<file path="src/rtl/poly_tone_pkg.sv">
// Shared types, note-code limits and the octave-4 increment table for poly_tone_synth.
// Increments are computed at elaboration from centi-hertz frequencies, the clock rate and the accumulator width.
package poly_tone_pkg;

    localparam int OCT_TOP  = 4;
    localparam int SEMI_MAX = 12;

    typedef struct packed {
        logic [2:0] oct;
        logic [3:0] semi;
    } note_t;

    // C6..B6 in centi-hertz (A6 = 1760 Hz), indexed directly by the semitone code 1..12.
    localparam int unsigned INC4_FREQ_CHZ [16] = '{
        0,      104650, 110873, 117466, 124451, 131851, 139691, 147998,
        156798, 166122, 176000, 186466, 197553, 0,      0,      0
    };

    function automatic longint unsigned calc_inc(input longint unsigned freq_chz,
                                                 input longint unsigned clk_hz,
                                                 input int              acc_w);
        longint unsigned den;
        den = clk_hz * 64'd100;
        return ((freq_chz << acc_w) + den / 64'd2) / den;
    endfunction

    function automatic logic note_valid(input note_t n);
        return (n.semi != 4'd0) && (n.semi <= 4'(SEMI_MAX)) && (n.oct <= 3'(OCT_TOP));
    endfunction

endpackage

</file>
<file path="src/rtl/poly_tone_synth_voice.sv">
// tone_voice: one phase-accumulator voice with increment/volume registers.
// With POLY_TONE_ENV_EN defined, amp ramps toward its target on env_tick and rests keep a release tail.
module tone_voice
    import poly_tone_pkg::*;
#(
    parameter int ACC_W = 32,
    parameter int VOL_W = 2
) (
    input  logic             clk,
    input  logic             reset,
    input  logic             playing,
`ifdef POLY_TONE_ENV_EN
    input  logic             env_tick,
`endif
    input  logic             wr_en,
    input  logic             wr_ok,
    input  logic [ACC_W-1:0] wr_inc,
    input  logic [VOL_W-1:0] wr_vol,
    output logic             sq,
    output logic             active,
    output logic [VOL_W-1:0] amp
);

    logic [ACC_W-1:0] acc;
    logic [ACC_W-1:0] inc;
    logic [VOL_W-1:0] vol;
    logic             note_on;

`ifdef POLY_TONE_ENV_EN
    logic [VOL_W-1:0] amp_q;
    logic [VOL_W-1:0] target;
    logic             silent;

    assign target = note_on ? vol : '0;
    assign silent = !note_on && (amp_q == '0);

    always_ff @(posedge clk or posedge reset) begin
        if (reset) begin
            acc     <= '0;
            inc     <= '0;
            vol     <= '0;
            note_on <= 1'b0;
            amp_q   <= '0;
        end else begin
            if (env_tick) begin
                if (amp_q < target)      amp_q <= amp_q + VOL_W'(1);
                else if (amp_q > target) amp_q <= amp_q - VOL_W'(1);
            end
            // A rest keeps the old pitch running until the release tail has decayed.
            if (silent) inc <= '0;
            if (wr_en) begin
                vol     <= wr_vol;
                note_on <= wr_ok;
                if (wr_ok) inc <= wr_inc;
            end
            if (!playing || silent || (wr_en && wr_ok && !note_on)) acc <= '0;
            else                                                    acc <= acc + inc;
        end
    end

    assign amp    = amp_q;
    assign active = playing && ((note_on && (vol != '0)) || (amp_q != '0));
`else
    always_ff @(posedge clk or posedge reset) begin
        if (reset) begin
            acc     <= '0;
            inc     <= '0;
            vol     <= '0;
            note_on <= 1'b0;
        end else begin
            if (wr_en) begin
                vol     <= wr_vol;
                note_on <= wr_ok;
                inc     <= wr_ok ? wr_inc : '0;
            end
            // Valid-to-valid pitch changes keep the phase; anything touching a rest restarts at 0.
            if (!playing || (wr_en && (!wr_ok || !note_on))) acc <= '0;
            else                                             acc <= acc + inc;
        end
    end

    assign amp    = note_on ? vol : '0;
    assign active = playing && note_on && (vol != '0);
`endif

    assign sq = playing && acc[ACC_W-1];

endmodule

</file>
<file path="src/rtl/poly_tone_synth.sv">
// poly_tone_synth: config handshake, increment LUT stage, N_CH voices, mixer and 1-bit PWM output.
// Define POLY_TONE_ENV_EN to enable per-voice amplitude envelopes (adds the ENV_DIV parameter).
module poly_tone_synth
    import poly_tone_pkg::*;
#(
    parameter int N_CH   = 4,
    parameter int VOL_W  = 2,
    parameter int ACC_W  = 32,
    parameter int CLK_HZ = 50000000
`ifdef POLY_TONE_ENV_EN
    , parameter int ENV_DIV = 4096
`endif
) (
    input  logic                                     clk,
    input  logic                                     reset,
    input  logic                                     playing,
    input  logic                                     cfg_valid,
    output logic                                     cfg_ready,
    input  logic [((N_CH > 1) ? $clog2(N_CH) : 1)-1:0] cfg_ch,
    input  logic [7:0]                               cfg_note,
    input  logic [VOL_W-1:0]                         cfg_vol,
    output logic [N_CH-1:0]                          ch_sq,
    output logic [N_CH-1:0]                          ch_active,
    output logic                                     audio_out
);

    localparam int CH_W  = (N_CH > 1) ? $clog2(N_CH) : 1;
    localparam int SUM_W = VOL_W + $clog2(N_CH);

    logic [ACC_W-1:0] inc4 [16];
    for (genvar j = 0; j < 16; j++) begin : g_inc4
        localparam logic [ACC_W-1:0] INC =
            ACC_W'(calc_inc(64'(INC4_FREQ_CHZ[j]), 64'(CLK_HZ), ACC_W));
        assign inc4[j] = INC;
    end

    logic unused_note_msb;
    assign unused_note_msb = cfg_note[7];

    logic             s1_vld, s2_vld, s2_ok;
    logic [CH_W-1:0]  s1_ch, s2_ch;
    note_t            s1_note;
    logic [VOL_W-1:0] s1_vol, s2_vol;
    logic [ACC_W-1:0] s2_base;
    logic [2:0]       s2_oct;

    // NOTE: every sequential register uses <= so all stages read pre-edge values and the pipeline shifts cleanly.
    always_ff @(posedge clk or posedge reset) begin
        if (reset) begin
            cfg_ready <= 1'b0;
            s1_vld    <= 1'b0;
            s1_ch     <= '0;
            s1_note   <= '0;
            s1_vol    <= '0;
            s2_vld    <= 1'b0;
            s2_ch     <= '0;
            s2_ok     <= 1'b0;
            s2_base   <= '0;
            s2_oct    <= '0;
            s2_vol    <= '0;
        end else begin
            cfg_ready <= !(cfg_valid && cfg_ready);
            s1_vld    <= cfg_valid && cfg_ready;
            if (cfg_valid && cfg_ready) begin
                s1_ch   <= cfg_ch;
                s1_note <= note_t'(cfg_note[6:0]);
                s1_vol  <= cfg_vol;
            end
            s2_vld  <= s1_vld;
            s2_ch   <= s1_ch;
            s2_ok   <= note_valid(s1_note);
            s2_base <= inc4[s1_note.semi];
            s2_oct  <= s1_note.oct;
            s2_vol  <= s1_vol;
        end
    end

    logic [ACC_W-1:0] wr_inc;
    logic [N_CH-1:0]  wr_en;
    logic [VOL_W-1:0] amp [N_CH];

    assign wr_inc = s2_ok ? (s2_base >> (3'(OCT_TOP) - s2_oct)) : '0;

`ifdef POLY_TONE_ENV_EN
    localparam int ENV_CW = $clog2(ENV_DIV);
    logic [ENV_CW-1:0] env_cnt;
    logic              env_tick;

    always_ff @(posedge clk or posedge reset) begin
        if (reset) begin
            env_cnt  <= '0;
            env_tick <= 1'b0;
        end else begin
            env_tick <= (env_cnt == ENV_CW'(ENV_DIV - 1));
            env_cnt  <= (env_cnt == ENV_CW'(ENV_DIV - 1)) ? '0 : env_cnt + ENV_CW'(1);
        end
    end
`endif

    for (genvar i = 0; i < N_CH; i++) begin : g_voice
        assign wr_en[i] = s2_vld && (s2_ch == CH_W'(i));
        tone_voice #(
            .ACC_W (ACC_W),
            .VOL_W (VOL_W)
        ) u_voice (
            .clk      (clk),
            .reset    (reset),
            .playing  (playing),
`ifdef POLY_TONE_ENV_EN
            .env_tick (env_tick),
`endif
            .wr_en    (wr_en[i]),
            .wr_ok    (s2_ok),
            .wr_inc   (wr_inc),
            .wr_vol   (s2_vol),
            .sq       (ch_sq[i]),
            .active   (ch_active[i]),
            .amp      (amp[i])
        );
    end

    logic [SUM_W-1:0] sum, sum_q, pwm_cnt;

    // NOTE: sum gets a default before the loop so the combinational block never infers a latch.
    always_comb begin
        sum = '0;
        for (int i = 0; i < N_CH; i++) begin
            if (ch_sq[i]) sum = sum + SUM_W'(amp[i]);
        end
    end

    // The duty cycle only changes at frame wrap so a frame never mixes two levels.
    always_ff @(posedge clk or posedge reset) begin
        if (reset) begin
            pwm_cnt   <= '0;
            sum_q     <= '0;
            audio_out <= 1'b0;
        end else begin
            pwm_cnt   <= pwm_cnt + SUM_W'(1);
            if (&pwm_cnt) sum_q <= sum;
            audio_out <= playing && (pwm_cnt < sum_q);
        end
    end

endmodule

</file>
<file path="config.mk">
export PLATFORM = sky130hd
export DESIGN_NAME = poly_tone_synth
export DESIGN_NICKNAME = d
export VERILOG_FILES = /design/src/rtl/poly_tone_pkg.sv /design/src/rtl/poly_tone_synth_voice.sv /design/src/rtl/poly_tone_synth.sv
export SDC_FILE = /design/constraint.sdc
export NUM_CORES = 1
export LEC_CHECK = 0
export CORE_MARGIN = 5
export CORE_UTILIZATION = 50
export CTS_BUF_LIST = sky130_fd_sc_hd__clkbuf_4
export DETAILED_ROUTE_END_ITERATION = 6
export PLACE_DENSITY = 0.66
export SLEW_MARGIN = 10
export SYNTH_ARGS = -nofsm -noshare
export SYNTH_HDL_FRONTEND = slang
export SYNTH_HIERARCHICAL = 1
export SYNTH_SLANG_ARGS = --single-unit
</file>
<file path="constraint.sdc">
create_clock -name clk -period 6.35 [get_ports clk]
set_clock_uncertainty 0.2 [all_clocks]
set_input_delay 0.635 -clock clk [delete_from_list [all_inputs] [get_ports clk]]
set_output_delay 0.635 -clock clk [all_outputs]
set_load 0.1 [all_outputs]
</file>
[After elaboration in Yosys (flattened, before gate mapping)]
Memories as Yosys holds them, arrays and structs flattened. A register that Yosys moved wholly into a read port is not among the register bits.
Index checks and enable logic that the tools add are counted.
Storage, ports and cells
  memories: 1
  bits of input ports: 16
  register bits: 299
  output and inout bits: 10
  memory bits (read-only): 512
  logic and storage cells: 107
Memories
  (name not given): depth 16, width 32, read ports 1, clocked after memory_dff 1, wr ports 0, line poly_tone_synth.sv:72  | s2_base <= inc4[s1_note.semi];
Cells by class
  add/sub/neg operators: 9
  bitwise operators: 1
  equality and inequality tests: 3
  shift operators: 1
  reduce and logical (&&, ||, !) cells: 46
  muxes and demuxes: 13
  magnitude comparators: 3
Operators by type and width (count)
  $mux 32: 5
  $add 32x32->32: 4
  $shr 32x3->32: 1
  $logic_and 1x1->1: 24
  $add 4x2->4: 3
  $mux 4: 3
  $mux 2: 5
  $logic_or 1x1->1: 8
  $reduce_bool 2->1: 4
  $logic_not 1->1: 7
  $not 4->5: 1
  $add 4x1->4 const B: 1
  $eq 2x2->1 const B: 2
  $le 4x4->1 const B: 1
  $lt 4x4->1: 1
  $reduce_and 4->1: 1
  $reduce_bool 4->1: 1
  $le 3x3->1 const B: 1
  $sub 3x3->3 const A: 1
  $eq 2x1->1 const B: 1
  $logic_not 2->1: 1

[Longest topological paths before layout]
  word-level depth: 8
  gate-level depth with buffers: 14
  gate-level depth less buffers: 14

[Cells and area by module]
The synthesis kept the hierarchy.
By module, submodules not included
  tone_voice at g_voice[2].u_voice ...: cells an instance 483, area an instance 4147.7 um^2, times used 2
  tone_voice at g_voice[1].u_voice: cells an instance 490, area an instance 4294.1 um^2, times used 1
  tone_voice at g_voice[0].u_voice: cells an instance 488, area an instance 4290.4 um^2, times used 1
  poly_tone_synth: cells an instance 285, area an instance 2917.8 um^2, times used 1

[Worst setup path after synthesis]
Ideal clock, no wire load.
  path type: input to register
  start point: input playing
  end point: register sum_q[3]
  arrival time: 3979 ps
  cell stages on the path: 14
  path buffers: 0
  required time: 6081 ps
  slack: 2102 ps
  path through: and2_1 > and2_1 > ha_1 > fa_1 > nand2_1 > o21ai_0 > inv_1 > fa_1 > a21oi_1 > ha_1 > a21oi_1 > nor2b_1 > a211oi_1 > nand3b_1
On the way
  word-level cells in the longest chain between the ends: 8
RTL lines
  start, declared: line poly_tone_synth.sv:16  | input logic playing,
  $logic_and 1x1->1: line poly_tone_synth_voice.sv:86  | assign sq = playing && acc[ACC_W-1];
  $mux 2: line poly_tone_synth.sv:128  | if (ch_sq[i]) sum = sum + SUM_W'(amp[i]);
  $add 4x2->4: line poly_tone_synth.sv:128
  $mux 4: line poly_tone_synth.sv:128
  $add 4x2->4: line poly_tone_synth.sv:128
  $mux 4: line poly_tone_synth.sv:128
  $add 4x2->4: line poly_tone_synth.sv:128
  $mux 4 *: line poly_tone_synth.sv:128
  end signal, assigned: line poly_tone_synth.sv:140  | if (&pwm_cnt) sum_q <= sum;
  end, declared: line poly_tone_synth.sv:122  | logic [SUM_W-1:0] sum, sum_q, pwm_cnt;
Mark *: on every way between the ends. The rest lies on a longest branch, timed or not.
A chain may end at the register's enable or synchronous reset.

[Final worst setup path]
  start point: register s2_oct[0]
  end point: register g_voice[3].u_voice.inc[14]
On the way
  word-level cells in the longest chain between the ends: 3
RTL lines
  start, declared: line poly_tone_synth.sv:45  | logic [2:0] s2_oct;
  start signal, assigned: line poly_tone_synth.sv:73  | s2_oct <= s1_note.oct;
  $sub 3x3->3: line poly_tone_synth.sv:82  | assign wr_inc = s2_ok ? (s2_base >> (3'(OCT_TOP) - s2_oct)) : '0;
  $shr 32x3->32: line poly_tone_synth.sv:82
  net wr_inc[14]: line poly_tone_synth.sv:78  | logic [ACC_W-1:0] wr_inc;
  $mux 32: line poly_tone_synth_voice.sv:74  | inc <= wr_ok ? wr_inc : '0;
  end signal, assigned: line poly_tone_synth_voice.sv:74
  end, declared: line poly_tone_synth_voice.sv:25  | logic [ACC_W-1:0] inc;
The timed path passes the listed nets, and every way through them passes these cells.

==> impl_metrics.env <==
export IMPL_antenna_left=0
export IMPL_synth_simple_gate_area_share=0.168
export IMPL_synth_ff_type="dfrtp_1"
export IMPL_start_util=0.509
export IMPL_nFillCells=3602
export IMPL_worst_pin_slew_ns=1.15
export IMPL_syn_instance_count=2229
export IMPL_dieArea_sq_mm=0.0437
export IMPL_grt_busiest_layer="met2"
export IMPL_cts_tree="yes"
export IMPL_drt_first_pass_iters=5
export IMPL_grt_usage=0.214
export IMPL_period_share=0.631
export IMPL_antenna_found_initial=1
export IMPL_min_path_type="register to register"
export IMPL_cp_arrival_ns=4.47
export IMPL_ir_worst_vdd_mv=0.176
export IMPL_power_density_mw_per_mm2=383
export IMPL_use_met3=0.0339
export IMPL_cap_violations=0
export IMPL_drv_slew=0
export IMPL_whs_endpoint="s2_vld"
export IMPL_grt_pass1_vias=15717
export IMPL_ys_types=90
export IMPL_layout_nets=2478
export IMPL_r2r_end="g_voice[3].u_voice/inc[14]"
export IMPL_place_inst=2743
export IMPL_yosys_warnings=6
export IMPL_drc_errors=0
export IMPL_synth_xor_area_frac=0.0394
export IMPL_cpMostUsedCell="nand2_1"
export IMPL_power_leakage_nw=10.0
export IMPL_synth_edf_count=0
export IMPL_r2r_slack_ns=2.34
export IMPL_worstHoldPathCells=0
export IMPL_ys_seq_area_frac=0.401
export IMPL_layout_cells_non_filler=2901
export IMPL_cp_start_kind="register"
export IMPL_path_cells="inv_1 -> ha_1 -> xnor2_1 -> nand2_1 -> a211oi_1 -> buf_4 -> nand2_1 -> o21ai_0"
export IMPL_vias=16091
export IMPL_synthArstFlopShare=1.00
export IMPL_yosys_area_share_adder=0.0956
export IMPL_grt_start_max_net_pins=68
export IMPL_layout_min_cycle_time_ns=4.01
export IMPL_cts_resized=0
export IMPL_setup_viol=0
export IMPL_rsz0062_at_grt="false"
export IMPL_seqCellArea_sq_mm=0.00793
export IMPL_grt_pass1_wl_mm=79.0
export IMPL_grtUsageMet2=0.327
export IMPL_multiInputGateArea_sq_mm=0.0109
export IMPL_ys_ff_latch=317
export IMPL_rr_worst_depth=8
export IMPL_cts_sinks=317
export IMPL_reg2reg_from="s2_oct[0]"
export IMPL_clk_latency_ns=0.75
export IMPL_die_height_um=209
export IMPL_post_cts_buffers=0
export IMPL_place_congestion=0.894
export IMPL_ios=26
export IMPL_htree_levels=3
export IMPL_hpwl_mm=32.4
export IMPL_syn_area_per_cell_sq_um=8.88
export IMPL_slew_headroom=0.227
export IMPL_root_buffer="clkbuf_4"
export IMPL_syn_to_final_growth_pct=9.41
export IMPL_grt_use_met1=0.311
export IMPL_cp_required_ns=6.81
export IMPL_path_clk_slew_ns=0.06
export IMPL_drt_iter0_markers=1119
export IMPL_slowest_stage="dfrtp_1"
export IMPL_viasPerCell=5.55
export IMPL_finalHoldViolCount=0
export IMPL_postCtsHoldBufs=0
export IMPL_placementRows=72
export IMPL_crit_fanout=21
export IMPL_max_stage_delay_ns=0.97
export IMPL_endpoint_kind="register"
export IMPL_place_port_buffers=24
export IMPL_muxShareOfSynthArea=0.0341
export IMPL_drive_gt1_frac=0.107
export IMPL_post_drt_wl_per_cell_um=16.1
export IMPL_die_w_um=209
export IMPL_wl_mm=46.8
export IMPL_path_class="register to register"
export IMPL_startpoint="s2_oct[0]"
export IMPL_overflow=0
export IMPL_synth_top_family_by_area="compound AO/OA/AOI/OAI gates"
export IMPL_core_area_sq_mm=0.0389
export IMPL_cts_path_max_buffers=3
export IMPL_synth_area_sq_mm=0.0198
export IMPL_synth_compound_area_frac=0.204
export IMPL_fin_tns_setup_ns=0
export IMPL_clock_fmax_mhz=250
export IMPL_cts_inserted_buffers=88
export IMPL_status="finished clean"
export IMPL_min_delay_start="s1_vld"
-- synth_stat cells, types with 20 or more instances --
library cell  count  share of area
o211ai_1         20         0.0076
nor3_1           27         0.0068
and2_1           29         0.0092
dfrtp_1         317           0.40
o21ai_0         209          0.053
nand2_1         294          0.056
xnor2_1          50          0.022
a31oi_1          21         0.0066
ha_1            140          0.088
a21o_1           62          0.024
nand3_1          58          0.015
xor2_1           39          0.017
nand4_1          26         0.0082
a21oi_1         147          0.037
clkbuf_1         66          0.013
inv_1           183          0.035
a211oi_1         27          0.010
nor2_1          174          0.033
-- critical path: cells and delay by family (launching register included) --
kind                     cells  cell delay [ns]
buffers and inverters        2             0.43
flip-flops                   1             0.97
AND/OR/NAND/NOR              2             0.30
XOR/XNOR                     1             0.92
adder cells (fa/ha/maj)      1             0.29
AO/OA/AOI/OAI                2             0.84
-- logic make-up (layout without fill, tap and decap cells) --
kind of cell               Yosys count  after routing
and+or+nand+nor                    715            715
adders and majority gates          147            147
buffers and inverters              285            383
AOI/OAI and AO/OA                  629            629
xor gates and xnor gates            89             89
DFF                                317            317
muxes                               46             46
other                                1             57
-- placed cells by master, fill, tap and decap left out, types with 18 or more instances in the layout --
| cell | instances |
|---|---|
| a211oi_1 | 27 |
| a21o_1 | 62 |
| a21oi_1 | 147 |
| a31oi_1 | 21 |
| and2_1 | 29 |
| buf_4 | 18 |
| clkbuf_4 | 129 |
| clkdlybuf4s50_1 | 24 |
| clkinv_1 | 21 |
| conb_1 | 56 |
| dfrtp_1 | 317 |
| ha_1 | 140 |
| inv_1 | 178 |
| mux2_2 | 19 |
| nand2_1 | 294 |
| nand3_1 | 58 |
| nand4_1 | 26 |
| nor2_1 | 173 |
| nor3_1 | 27 |
| o211ai_1 | 20 |
| o21a_1 | 19 |
| o21ai_0 | 209 |
| xnor2_1 | 50 |
| xor2_1 | 39 |
-- where the power goes --
group	switching (mW)	total, mW	internal, mW
Clock	0.874	1.81	0.931
Combinational	2.19	3.53	1.34
Sequential	0.345	2.96	2.61
-- metrics by stage --
| step | setup slack (ns) | total power [mW] | hold WS [ns] | utilization | area [sq um] |
|---|---|---|---|---|---|
| after floorplan | 2.10 | 5.72 | 0.131 | - | 20000 |
| after global placement | 1.89 | 6.38 | 0.135 | 0.529 | 20600 |
| after detailed placement | 1.80 | 6.48 | 0.145 | 0.529 | 20600 |
| after CTS | 2.37 | 8.36 | 0.158 | 0.557 | 21700 |
| after global routing | 2.08 | 8.99 | 0.162 | 0.557 | 21700 |
| final | 2.34 | 8.29 | 0.155 | 0.557 | 21700 |
-- worst max path at each step --
stage	end	slack, ns
after floorplan	sum_q[3]	2.10
after global placement	sum_q[3]	1.89
after detailed placement	sum_q[3]	1.80
after CTS	g_voice[3].u_voice/inc[14]	2.37
after global routing	g_voice[2].u_voice/inc[16]	2.08
final	g_voice[3].u_voice/inc[14]	2.34
-- registers in the layout, indices dropped and copies added (netlist names) --
register and flops:
audio_out 1, cfg_ready 1, g_voice.u_voice/acc 128, g_voice.u_voice/inc 128, g_voice.u_voice/note_on 4, g_voice.u_voice/vol 8, pwm_cnt 4, s1_ch 2
s1_note 7, s1_vld 1, s1_vol 2, s2_base 18, s2_ch 2, s2_oct 3, s2_ok 1, s2_vld 1
s2_vol 2, sum_q 4
-- routing by layer --
metal,vias to the layer above,part of all wire
li1,7915,-
met1,7672,0.49
met2,402,0.44
met3,102,0.045
met4,0,0.026
met5,-,0
-- area by class of cell --
| type | count | share of cell area |
|---|---|---|
| clock inverters | 28 | 0.00560 |
| diodes | 1 | 0.000116 |
| repair buffers | 42 | 0.0173 |
| multi-input cells | 1682 | 0.504 |
| well taps | 518 | 0.0299 |
| inverters | 184 | 0.0319 |
| clock buffers | 129 | 0.0447 |
| flip-flops and latches | 317 | 0.366 |
(Power assumes the default switching activity.)
==> RTL change 1, RTL diff (config.mk and constraints unchanged) <==
The option `POLY_TONE_ENV_EN` is turned on by a define.
--- a/src/rtl/poly_tone_synth_voice.sv
+++ b/src/rtl/poly_tone_synth_voice.sv
@@ -2,2 +2,4 @@
 // With POLY_TONE_ENV_EN defined, amp ramps toward its target on env_tick and rests keep a release tail.
+`define POLY_TONE_ENV_EN
+
 module tone_voice
Formal check against the unedited RTL: no difference found for any inputs over 10 cycles, from zero or initial values and one cycle with reset high; that may be too few to reach the edited logic, so the function may still have changed.
==> RTL change 1 against the unedited design <==
Area after synthesis up 2.2%. Sequential cell count up 21. Wire length up 0.29%. Global-route usage about the same. Sequential share of layout area up 1.4 points. Setup slack worse by 0.14 ns. Synthesized cell count down 9.2%. Die area up 2.1%. Count of clock-buffer cells in the layout down 3. Design area up 2.6%. Via count down 1.1%. Critical path type is now reg -> out. Critical endpoint is now ch_active[1].
Power is not compared: it rests on default switching activity, and its combinational part moved more than twofold at a synthesized area within 25%.
==> RTL change 1: results (changes against the unedited design) <==
| Metric | Value |
|---|---|
| Critical Path End | ch_active[1] (was g_voice[3].u_voice/inc[14]) |
| Outcome | finished, final reports clean (unchanged) |
| Post-Layout Inst Area | 22230 µm² (was 21660 µm²) |
| Clk_lat worst skew | 0.78 ns (was 0.75 ns) |
| Slowest-stage cell, CP | clkdlybuf4s50_1 (was dfrtp_1) |
| R2r worst-path depth | 6 (was 8) |
| First-pass GRT wire length | 79760 µm (was 79000 µm) |
| Post-synthesis compound-gate area fraction | 0.2285 (was 0.2040) |
| CTS buffer count | 93 (was 88) |
| Netlist cell types | 84 (was 90) |
| CP top delay family | buffers and inverters (was flip-flops) |
| Clock network area share | 0.04925 (was 0.05031) |
| Number of clock buffers in the layout | 126 (was 129) |
| WHS | 0.1703 ns (was 0.1554 ns) |
| Area contributors post-synth | dfrtp_1, ha_1, a22o_1 (was dfrtp_1, ha_1, nand2_1) |
| Bufs w/o clock | 43 (was 42) |
| Post-route insts no fill | 2726 (was 2901) |
| Area of the multi-input gates | 11380 µm² (was 10920 µm²) |
| Die height | 211.2 µm (was 209.0 µm) |
| Inverter count | 67 (was 184) |
| Layout Nets | 2310 (was 2478) |
| Crit path largest cell delay | 1.28 ns (was 0.97 ns) |
| Ant diodes | 2 (was 1) |
| Commonest cells in the synthesized netlist | dfrtp_1, nand2_1, nor2_1 (was dfrtp_1, nand2_1, o21ai_0) |
| Vias per inst | 5.836 (was 5.547) |
| Layout cell share with drive strength beyond 1 | 0.1210 (was 0.1066) |
| Fillers | 3563 (was 3602) |
-- RTL change 1: cell count changes after synthesis, moves of 15 or more --
cell	unedited run	this run
dfrtp_1	317	338
nand3_1	58	43
a22o_1	0	128
inv_1	183	66
o21ai_0	209	87
nor3_1	27	49
nand2_1	294	178
-- RTL change 1: where the power goes --
group | switching, mW | internal (mW)
logic | 0.848 | 0.425
clock network | 0.910 | 0.953
registers | 0.148 | 2.31
total | 1.91 | 3.68
-- RTL change 1: per-layer routing --
| layer | share of wire | track usage | vias up |
|---|---|---|---|
| met4 | 0.023 | 0.06908 | 0 |
| met2 | 0.45 | 0.3282 | 401 |
| met3 | 0.053 | 0.04634 | 86 |
| met5 | 0 | 0 | - |
| li1 | - | - | 7650 |
| met1 | 0.47 | 0.3069 | 7771 |
==> RTL change 2, RTL diff (same flow settings) <==
Without the edit above. Add an input register stage for `cfg_valid`, `cfg_ch`, `cfg_note` and `cfg_vol`; this delays them by one clock. The other inputs are not delayed to match.
--- a/src/rtl/poly_tone_synth.sv
+++ b/src/rtl/poly_tone_synth.sv
@@ -29,2 +29,14 @@
 
+    logic cfg_valid_q;
+    logic [((N_CH > 1) ? $clog2(N_CH) : 1)-1:0] cfg_ch_q;
+    logic [7:0] cfg_note_q;
+    logic [VOL_W-1:0] cfg_vol_q;
+
+    always_ff @(posedge clk) begin
+        cfg_valid_q <= cfg_valid;
+        cfg_ch_q    <= cfg_ch;
+        cfg_note_q  <= cfg_note;
+        cfg_vol_q   <= cfg_vol;
+    end
+
     logic [ACC_W-1:0] inc4 [16];
@@ -37,3 +49,3 @@
     logic unused_note_msb;
-    assign unused_note_msb = cfg_note[7];
+    assign unused_note_msb = cfg_note_q[7];
 
@@ -61,8 +73,8 @@
         end else begin
-            cfg_ready <= !(cfg_valid && cfg_ready);
-            s1_vld    <= cfg_valid && cfg_ready;
-            if (cfg_valid && cfg_ready) begin
-                s1_ch   <= cfg_ch;
-                s1_note <= note_t'(cfg_note[6:0]);
-                s1_vol  <= cfg_vol;
+            cfg_ready <= !(cfg_valid_q && cfg_ready);
+            s1_vld    <= cfg_valid_q && cfg_ready;
+            if (cfg_valid_q && cfg_ready) begin
+                s1_ch   <= cfg_ch_q;
+                s1_note <= note_t'(cfg_note_q[6:0]);
+                s1_vol  <= cfg_vol_q;
             end
Function: changed (Yosys sat finds a counterexample within 4 cycles, from zero or initial values and one cycle with reset high).
==> RTL change 2 against the unedited design <==
Setup slack gained 0.18 ns. Area after synthesis rose by 1.3%. Count of clock-buffer cells in the layout up 5. Wire length is 0.16% higher. Sequential cell count rose by 12. First-iteration DRC count is essentially flat. Design area up 2.0%. Sequential power fell by 1%. Power is 3.7% lower. Maximum frequency is 4.6% higher. Die area up 1.2%. Synthesized cell count up 0.54%.
==> RTL change 2: results (changes against the unedited design) <==
| Metric | Value |
|---|---|
| Outcome | finished, final reports clean (unchanged) |
| Register area share after synthesis | 0.4077 (was 0.4007) |
| Ys Warns | 6 (unchanged) |
| Worst-path clk slew | 0.06 ns (about the same) |
| Setup violations, final | 0 (unchanged) |
| CP max FO | 21 (unchanged) |
| CTS buffer count | 92 (was 88) |
| Clock root cell | clkbuf_4 (unchanged) |
| Share of flip-flops with an asynchronous set or reset | 0.9635 (was 1.000) |
| Vias per inst | 5.511 (was 5.547) |
| WL per Instance | 15.95 µm (was 16.12 µm) |
| Regs by FF count | g_voice.u_voice/acc x128, g_voice.u_voice/inc x128, s2_base x18 (unchanged) |
| Worst hold-check path type | in -> reg (was reg -> reg) |
| Total number of vias | 16180 (was 16090) |
| Placed inst area | 20820 µm² (was 20570 µm²) |
| CP arrival | 2.99 ns (was 4.47 ns) |
| Syn_area_per_cell | 8.945 µm² (was 8.882 µm²) |
| Initial DRC count | 1118 (was 1119) |
| Maximum vdd drop | 0.0001654 V (was 0.0001756 V) |
| Post-CTS setup buffer count | 0 (unchanged) |
| First-pass GRT wire length | 78740 µm (was 79000 µm) |
| Commonest cells in the synthesized netlist | dfrtp_1, nand2_1, o21ai_0 (unchanged) |
| Leakage | 10.23 nW (was 10.04 nW) |
| GRT Resource Usage Total | 0.2132 (was 0.2143) |
| Pin count of the biggest net entering global routing | 68 (unchanged) |
| Layout Nets | 2498 (was 2478) |
| Gp weighted congestion | 0.8994 (was 0.8936) |
| Area contributors post-synth | dfrtp_1, ha_1, nand2_1 (unchanged) |
| CP top delay family | buffers and inverters (was flip-flops) |
| Netlist cell types | 93 (was 90) |
| Dpl ws | 1.896 ns (was 1.796 ns) |
| Number of antenna violations at the first check in global routing | 2 (was 1) |
| Slowest-stage cell, CP | clkdlybuf4s50_1 (was dfrtp_1) |
| Layout cell share with drive strength beyond 1 | 0.1092 (was 0.1066) |
| Clk_lat worst skew | 0.82 ns (was 0.75 ns) |
| Crit path largest cell delay | 1.21 ns (was 0.97 ns) |
| Worst slew pin tran | 1.126 ns (was 1.151 ns) |
| H-tree level count | 3 (unchanged) |
| Placed cells | 2760 (was 2743) |
| Hpwl dp | 32130 µm (was 32360 µm) |
-- RTL change 2: changes by cell type in the layout (fill, tap and decap cells not counted), sizes merged, moves of 2 or more --
cell,before,now
inv,184,186
clkbuf,129,134
buf,18,16
dlygate4sd3,0,6
clkinv,25,28
bufinv,0,2
diode,1,3
dfxtp,0,12
-- RTL change 2: layer usage --
layer | wire length [µm] | vias to the layer above | global-route usage
met5 | 0 | - | 0
met3 | 2197 | 85 | 0.04376
li1 | - | 8006 | -
met2 | 21200 | 362 | 0.3305
met1 | 22260 | 7726 | 0.3019
met4 | 1175 | 0 | 0.07021
-- RTL change 2: timing repair --
item,in CTS,in global routing
hold buffers,6,0
hold endpoints to repair,6,0
gates resized for setup,0,0
-- RTL change 2: final timing paths --
check / from / to / slack, ns / cells past startpoint
max in group asynchronous: reset / s1_note[2] / 4.80 / 2
min: cfg_note[6] / cfg_note_q[6] / 0.09 / 1
min reg2reg: s1_vld / s2_vld / 0.16 / 0
max reg2reg: s2_oct[0] / g_voice[2].u_voice/inc[15] / 2.55 / 8
min in group asynchronous: reset / g_voice[3].u_voice/inc[26] / 0.41 / 3
max: playing / ch_sq[3] / 2.52 / 4
-- RTL change 2: final cells by class --
cell class,instances,area (µm²)
antenna,3,7.507
clock buffer,134,1006
clock inverter,33,193.9
fill,3616,17640
inverter,185,694.4
multi-input combinational,1681,10940
sequential,329,8173
tap,525,656.9
timing repair buffer,46,420.4
-- RTL change 2: power breakdown --
part	switching [mW]	internal, mW
combinational	1.93	1.17
clock	0.905	1.05
sequential	0.303	2.62
-- RTL change 2: kinds of logic after synthesis --
kind of cell	synth area share
simple gates	0.1652
xor+xnor	0.03926
compound gates	0.2015
mux	0.03389
flops	0.4077
fa+ha+maj	0.09437
buf+inv	0.05786
other cells	0.0001871
